### config.mk
export PLATFORM = sky130hd
export DESIGN_NAME = serial_arbiter
export DESIGN_NICKNAME = d
export VERILOG_FILES = /design/src/rtl/ser_pkg.sv /design/src/rtl/ser_rr_arb.sv /design/src/rtl/serial_arbiter.sv
export SDC_FILE = /design/constraint.sdc
export NUM_CORES = 1
export LEC_CHECK = 0
export CAP_MARGIN = 30
export CORE_MARGIN = 5
export CORE_UTILIZATION = 37
export CTS_BUF_LIST = sky130_fd_sc_hd__clkbuf_8
export DETAILED_ROUTE_END_ITERATION = 10
export PLACE_DENSITY = 0.83
export RECOVER_POWER = 25
export SYNTH_ARGS = -nofsm -noshare
export SYNTH_HDL_FRONTEND = slang
export SYNTH_SLANG_ARGS = --single-unit
### constraint.sdc
create_clock -name sclk -period 2.7 [get_ports sclk]
set_clock_uncertainty 0.15 [all_clocks]
set_input_delay 0.675 -clock sclk [delete_from_list [all_inputs] [get_ports sclk]]
set_output_delay 0.675 -clock sclk [all_outputs]
set_load 0.02 [all_outputs]
### src/rtl/ser_pkg.sv
// Shared types and defaults for the serial transmitter arbiter.
package ser_pkg;

  localparam int DATA_W_DEF  = 32;
  localparam int TIMEOUT_DEF = 64;
  localparam int GID_W       = 3;

  typedef enum logic [1:0] {
    ST_IDLE = 2'd0,
    ST_LOAD = 2'd1,
    ST_BUSY = 2'd2,
    ST_ACK  = 2'd3
  } arb_state_e;

  // Next requester index after idx, wrapping to 0 at n.
  function automatic logic [GID_W-1:0] wrap_inc(input logic [GID_W-1:0] idx, input int n);
    return (int'(idx) == n - 1) ? '0 : idx + GID_W'(1);
  endfunction

endpackage

### src/rtl/ser_rr_arb.sv
// Combinational round-robin pick: first set request at or after ptr,
// wrapping modulo N_REQ.
module ser_rr_arb
  import ser_pkg::*;
#(
  parameter int N_REQ = 4
) (
  input  logic [N_REQ-1:0] req,
  input  logic [GID_W-1:0] ptr,
  output logic             gnt_valid,
  output logic [GID_W-1:0] gnt_idx
);

  localparam logic [N_REQ-1:0] ONE_HOT0 = {{(N_REQ-1){1'b0}}, 1'b1};

  logic [N_REQ-1:0] hit;
  logic [GID_W-1:0] cand [N_REQ];

  // Candidate gi is the requester gi positions after the pointer.
  for (genvar gi = 0; gi < N_REQ; gi++) begin : g_cand
    logic [GID_W:0] sum;
    assign sum      = {1'b0, ptr} + (GID_W+1)'(gi);
    assign cand[gi] = (sum >= (GID_W+1)'(N_REQ)) ? GID_W'(sum - (GID_W+1)'(N_REQ))
                                                  : sum[GID_W-1:0];
    assign hit[gi]  = |(req & (ONE_HOT0 << cand[gi]));
  end

  always_comb begin
    gnt_valid = 1'b0;
    gnt_idx   = '0;
    for (int i = N_REQ - 1; i >= 0; i--) begin
      if (hit[i]) begin
        gnt_valid = 1'b1;
        gnt_idx   = cand[i];
      end
    end
  end

endmodule

### src/rtl/serial_arbiter.sv
// Round-robin sharing of one serializer between N_REQ requesters.
// Optional watchdog enabled by defining SER_ARB_TIMEOUT_EN.
module serial_arbiter
  import ser_pkg::*;
#(
  parameter int N_REQ   = 4,
  parameter int DATA_W  = DATA_W_DEF,
  parameter int TIMEOUT = TIMEOUT_DEF
) (
  input  logic                    sclk,
  input  logic                    rst,
  input  logic [N_REQ-1:0]        req,
  input  logic [N_REQ*DATA_W-1:0] req_data,
  output logic [N_REQ-1:0]        ack,
  output logic                    busy,
  output logic [GID_W-1:0]        grant_id,
  output logic                    load_data,
  output logic [DATA_W-1:0]       data_out,
  input  logic                    data_enable,
  input  logic                    tran_done,
  output logic                    timeout_err
);

  arb_state_e        state_q, state_d;
  logic [GID_W-1:0]  ptr_q, ptr_d;
  logic [GID_W-1:0]  gid_q, gid_d;
  logic [DATA_W-1:0] data_q, data_d;
  logic              gnt_valid;
  logic [GID_W-1:0]  gnt_idx;
  logic              expire;

  ser_rr_arb #(.N_REQ(N_REQ)) u_rr (
    .req       (req),
    .ptr       (ptr_q),
    .gnt_valid (gnt_valid),
    .gnt_idx   (gnt_idx)
  );

  always_comb begin
    state_d = state_q;
    ptr_d   = ptr_q;
    gid_d   = gid_q;
    data_d  = data_q;
    unique case (state_q)
      ST_IDLE: begin
        // A serializer still finishing an aborted word blocks new grants.
        if (gnt_valid && !data_enable && !tran_done) begin
          gid_d   = gnt_idx;
          data_d  = req_data[int'(gnt_idx)*DATA_W +: DATA_W];
          state_d = ST_LOAD;
        end
      end
      ST_LOAD: begin
        if (expire) begin
          ptr_d   = wrap_inc(gid_q, N_REQ);
          state_d = ST_IDLE;
        end else if (data_enable) begin
          state_d = ST_BUSY;
        end
      end
      ST_BUSY: begin
        if (expire) begin
          ptr_d   = wrap_inc(gid_q, N_REQ);
          state_d = ST_IDLE;
        end else if (tran_done) begin
          state_d = ST_ACK;
        end
      end
      ST_ACK: begin
        ptr_d   = wrap_inc(gid_q, N_REQ);
        state_d = ST_IDLE;
      end
      default: state_d = ST_IDLE;
    endcase
  end

  always_ff @(posedge sclk) begin
    if (rst) begin
      state_q <= ST_IDLE;
      ptr_q   <= '0;
      gid_q   <= '0;
      data_q  <= '0;
    end else begin
      state_q <= state_d;
      ptr_q   <= ptr_d;
      gid_q   <= gid_d;
      data_q  <= data_d;
    end
  end

  for (genvar gi = 0; gi < N_REQ; gi++) begin : g_ack
    assign ack[gi] = (state_q == ST_ACK) && (gid_q == GID_W'(gi));
  end

  assign busy      = (state_q != ST_IDLE);
  assign load_data = (state_q == ST_LOAD);
  assign grant_id  = gid_q;
  assign data_out  = data_q;

`ifdef SER_ARB_TIMEOUT_EN
  localparam int CNT_W = $clog2(TIMEOUT + 1);

  logic [CNT_W-1:0] cnt_q, cnt_d;
  logic             err_q, err_d;

  // Counts every cycle spent in LOAD or BUSY; fires on the TIMEOUT-th one.
  always_comb begin
    cnt_d  = '0;
    err_d  = err_q;
    expire = 1'b0;
    if (state_q == ST_LOAD || state_q == ST_BUSY) begin
      if (cnt_q == CNT_W'(TIMEOUT - 1)) begin
        expire = 1'b1;
        err_d  = 1'b1;
      end else begin
        cnt_d = cnt_q + CNT_W'(1);
      end
    end
  end

  always_ff @(posedge sclk) begin
    if (rst) begin
      cnt_q <= '0;
      err_q <= 1'b0;
    end else begin
      cnt_q <= cnt_d;
      err_q <= err_d;
    end
  end

  assign timeout_err = err_q;
`else
  // No watchdog: the FSM waits on the serializer indefinitely.
  assign expire      = 1'b0;
  assign timeout_err = (TIMEOUT < 0);
`endif

endmodule
[After elaboration in Yosys (flattened, before gate mapping)]
Cells that the tools add are included.
Cells by class
  magnitude comparators: 4
  reduce and logical (&&, ||, !) cells: 17
  $add $sub $neg: 8
  eq/ne operators: 10
  bitwise operators: 4
  shifts and indexed selects: 5
  muxes and demuxes: 17
Operator list (number)
  128-bit by 9-bit variable part select with 32-bit output: 1
  3-bit two-way mux: 9
  4-bit bitwise AND: 4
  4-bit OR reduction: 4
  1-bit by 3-bit << shifter with 4-bit output, first input constant: 4
  4-bit by 3-bit greater-or-equal comparator with 1-bit output, second input constant: 3
  3-bit subtractor, second input constant: 4
  3-bit by 2-bit adder with 4-bit output, second input constant: 2
  2-bit one-hot mux with 4 select lines: 1
  3-bit by 2-bit equality test with 1-bit output, second input constant: 2
  1-bit logical AND: 6
  2-bit two-way mux: 3
  3-bit by 1-bit adder with 4-bit output, second input constant: 1
  2-bit equality test, second input constant: 2
  1-bit two-way mux: 4
  2-bit inequality test, second input constant: 2
  3-bit by 1-bit adder with 3-bit output, second input constant: 1
  3-bit by 1-bit equality test with 1-bit output, second input constant: 1
  3-bit equality test, second input constant: 1
  3-bit greater-or-equal comparator, second input constant: 1
  3-bit logical NOT: 1
  3-bit AND reduction: 1
  2-bit by 1-bit equality test with 1-bit output, second input constant: 1
  1-bit logical NOT: 2
  4 further kinds: 4
Word-level totals
  logic and storage cells: 69
  register bits after elaboration: 40
  bits of input ports: 136
  output and inout port bits: 42

[Logic depth before layout (Yosys ltp)]
Gate-level depths: netlist (run 1).
  depth in word-level cells: 14
  gate-level depth with buffers: 10
  depth with buffers taken out: 8

[By module]
Synthesis (run 1) repeated with hierarchy kept, for this count alone.
Unflattened totals
  cells, all modules: 212
  area total of the unflattened synthesis: 2623.8 µm²
Modules (own cells, without submodules)
  serial_arbiter: sequential area each 800.8 µm², cells each 166, area an instance 2279.7 µm², times used 1
  ser_rr_arb: sequential area each 0.0 µm², cells each 46, area an instance 344.1 µm², times used 1

[Worst setup path before layout (run 1)]
OpenSTA, ideal clock, no wires.
  path type: register -> register
  start point: register ptr_q[1]
  end point: register data_q[0], in the netlist data_out[0]
  required time: 2467 ps
  data arrival time: 2227 ps
  library setup time: 83 ps
  stages on the path, launching flop included: 10
  path buffers: 1
  path slack: 240 ps
  path through: dfxtp_1 -> inv_1 -> ha_1 -> a22o_1 -> or2_4 -> o41a_1 -> a21oi_4 -> buf_6 -> nand2_1 -> o221ai_1
Between the ends
  cells in the longest elaborated chain, start to end: 13
  elaborated cells between the ends (all ways): 39
  those cells by class: add/sub: 7; order compare: 4; shift: 5; mux: 12; bitwise: 4; reduce/logical: 7
Ends and longest elaborated chain
  start, declared: line serial_arbiter.sv:25  | logic [GID_W-1:0] ptr_q, ptr_d;
  start signal, assigned: line serial_arbiter.sv:85  | ptr_q <= ptr_d;
  branches (longest 13 deep; another with 3-bit by 2-bit adder with 4-bit output)
  end signal, assigned: line serial_arbiter.sv:87  | data_q <= data_d;
  end, declared: line serial_arbiter.sv:27  | logic [DATA_W-1:0] data_q, data_d;
Several ways; the timed one is not identified.
A chain may end at the register's enable or synchronous reset.

[Final worst setup path (run 1)]
  start point: register ptr_q[1]
  end point: register data_q[16], in the netlist data_out[16]
Same word-level chain as after synthesis.

==> results of run 1 <==
## state kept, by name (all words and copies together), names as in the netlist
name / count
grant_id: 3
state_q: 2
ptr_q: 3
data_out: 32
## path summary, 6_finish.rpt
check / end / start
max reg2reg: data_out[16]$_SDFFE_PP0P_ / ptr_q[1]$_SDFFE_PP0P_
min reg2reg: data_out[24]$_SDFFE_PP0P_ / data_out[24]$_SDFFE_PP0P_
max: data_out[16]$_SDFFE_PP0P_ / ptr_q[1]$_SDFFE_PP0P_
min: data_out[24]$_SDFFE_PP0P_ / data_out[24]$_SDFFE_PP0P_
## cells in the mapped netlist (2+ instances only)
| library cell | n | share of area, % |
|---|---|---|
| buf_6 | 8 | 3.4 |
| nand2b_1 | 3 | 0.71 |
| ha_1 | 15 | 7.1 |
| a22oi_1 | 7 | 2.0 |
| and2_1 | 4 | 0.95 |
| nor2_1 | 9 | 1.3 |
| buf_2 | 7 | 1.3 |
| mux2i_1 | 67 | 25 |
| nand2_1 | 36 | 5.1 |
| a22o_1 | 3 | 1.0 |
| inv_1 | 10 | 1.4 |
| dfxtp_1 | 40 | 30 |
| a21oi_1 | 5 | 0.95 |
| a211oi_1 | 3 | 0.85 |
| o22ai_1 | 2 | 0.47 |
| buf_4 | 2 | 0.57 |
| o221ai_1 | 32 | 11 |
## routing by layer
metal	track usage, %	routed length, um
met1	20.9	3380
met2	36.8	4860
met3	7.81	885
met4	7.57	259
met5	0	0
## cell type report
class	count	area, um^2	area share [%]
clock inverters	1	30.0	0.609
inverters	10	37.5	0.761
repair buffers	202	2090	42.4
well taps	96	120	2.43
multi-input cells	205	1760	35.6
flip-flops and latches	40	801	16.2
clock buffers	7	96.3	1.95
## where the power goes
group          switching (mW)  total [mW]  leakage [nW]  internal (mW)
combinational           0.667        1.44          1.60          0.770
sequential             0.0618       0.757         0.326          0.695
clock                   0.210       0.536        0.0645          0.326
total                   0.939        2.73          1.99           1.79
## critical path, delay by kind of cell (launching register included)
kind / cells / cell delay, ps
compound gates: 5 / 1050
buf+inv: 3 / 480
flops: 1 / 320
fa+ha+maj: 1 / 220
mux: 1 / 190
## what timing repair did
action,CTS,global route
setup buffers,1,3
pin swaps,4,5
cloned,1,1
gates resized for setup,15,11
endpoints found under the setup margin,38,39
## per-stage QoR
step	cell area [um^2]	worst slack [ps]	hold slack (ps)	cells
finish	4930	143	312	561
global route	4930	-5.73	332	561
CTS	4840	-1.07	318	557
detailed placement	4620	-448	298	547
global placement	4620	-325	292	547
floorplan	2640	240	343	273
## kinds of logic after synthesis
| logic type | count (synthesis) | synth area share (%) |
|---|---|---|
| flops | 40 | 30.3 |
| compound gates | 62 | 19.8 |
| buf+inv | 28 | 6.87 |
| mux | 67 | 25.4 |
| fa+ha+maj | 15 | 7.11 |
| other cells | 1 | 0.142 |
| simple gates | 60 | 10.4 |
==> results.toml, run 1 <==
[worst_setup_path]
cp-start-kind = "register"
r2r_slack_ps = 140
end_kind = "register"
crit_path_top_delay_cell = "a311oi_2"
critical_path.most_common_cell = "buf_12"
class_of_the_most_critical_setup_path = "register to register"
worstPathRequired_ps = 2710
worst-path-max-fanout = 19
cp_cell_sequence = "buf_4, ha_1, a22oi_2, a21oi_1, a311oi_2, o22ai_4, buf_12, buf_12, mux2i_1, o221ai_1"
rr_worst_depth = 10
critPathMaxStageDelay_ps = 360
arrival_ps = 2570

[detailed_routing]
avgViaCountPerCell = 5.13
totalWireLength_um = 9390
firstDrtPassIters = 4
drc_violation_count_after_routing = 0
drt-initial-drc-count = 64
antenna_violating_nets_post_route = 0
dr_total_vias = 2879
routedWlPerCell_um = 16.7

[global_route]
grt_pass1_vias = 3062
grt_start_max_net_pins = 33
grt_pass1_wl_um = 14300
grt_antenna_before_repair = 0
overflow = 0
groute.usage.overall_pct = 20.2

[cts]
ctsHtreeMaxLevel = 2
path_clk_slew_ps = 80
tritoncts = "built"
clock_insertion_delay_worst_skew_ps = 280
clock_sinks = 40
cts_hold_repair.buffers = 0
clock_tree.root_cell = "clkbuf_8"
clock_tree_buffer_depth = 2
cts_made_buffers = 5

[logic_synthesis]
synthesis.nets = 424
seq_area_frac_synth_pct = 30.3
average_instance_area_after_synthesis_um2 = 9.67
yosys_warnings = 0
asyncSetResetFlopFracSynth_pct = 0
post_synth_instance_area_mm2 = 0.00264
synthCells = 273
synth_enable_flop_cells = 0
yosys_register_bits = 40
dominantRegCellSynth = "dfxtp_1"
yosysUniqueCellTypes = 37

[layout]
design.final.nets = 615
most-common-layout-cells = "clkdlybuf4s50_1, mux2i_1, dfxtp_1"
antenna_cells = 0
final_layout_size_suffix_gt1_share_pct = 11.4
layout_commonest_cell = "clkdlybuf4s50_1"
area_growth_from_synthesis_to_layout_pct = 86.9
final.fill_count = 526
end_of_flow_core_utilization_pct = 71.8

[timing]
slew_headroom_pct = 66.3
setup_tns_ps = 0
timing.final.setup_violations = 0
worst_pin_slew_ps = 506
max_freq_mhz = 391
final_hold_violating_endpoints = 0
period_utilization_pct = 94.7
min_period_ps = 2560
final-max-slew-violation-count = 0

[floorplan]
die_area_mm2 = 0.00892
core_region_area_mm2 = 0.00687
std_cell_rows = 30
die_h_um = 94.5
top_level_pins = 178
floorplan.initialDensity_pct = 38.4
die_w_um = 94.5

[flow_run]
cap_viol_max_count = 0

[min_path]
worstHoldPathCells = 2
hp-class = "register to register"

[power_and_ir_drop]
design_power_total_mw = 2.73
total_leakage_power_nw = 1.99
power_density_mw_per_mm2 = 553
ir_worst_vdd_uv = 241

[place]
finalWeightedCongestion = 0.953
hpwlAfterDp_um = 7260
place.port_buffers = 176

[outcome]
run_status = "completed"
No activity file was read; power rests on OpenSTA's default activity.
==> inputs of run 2 (changes only) <==
CAP_MARGIN = not set   (was 30)
==> results of run 2 <==
Final layout, timing and power as in run 1 (identical DEF).
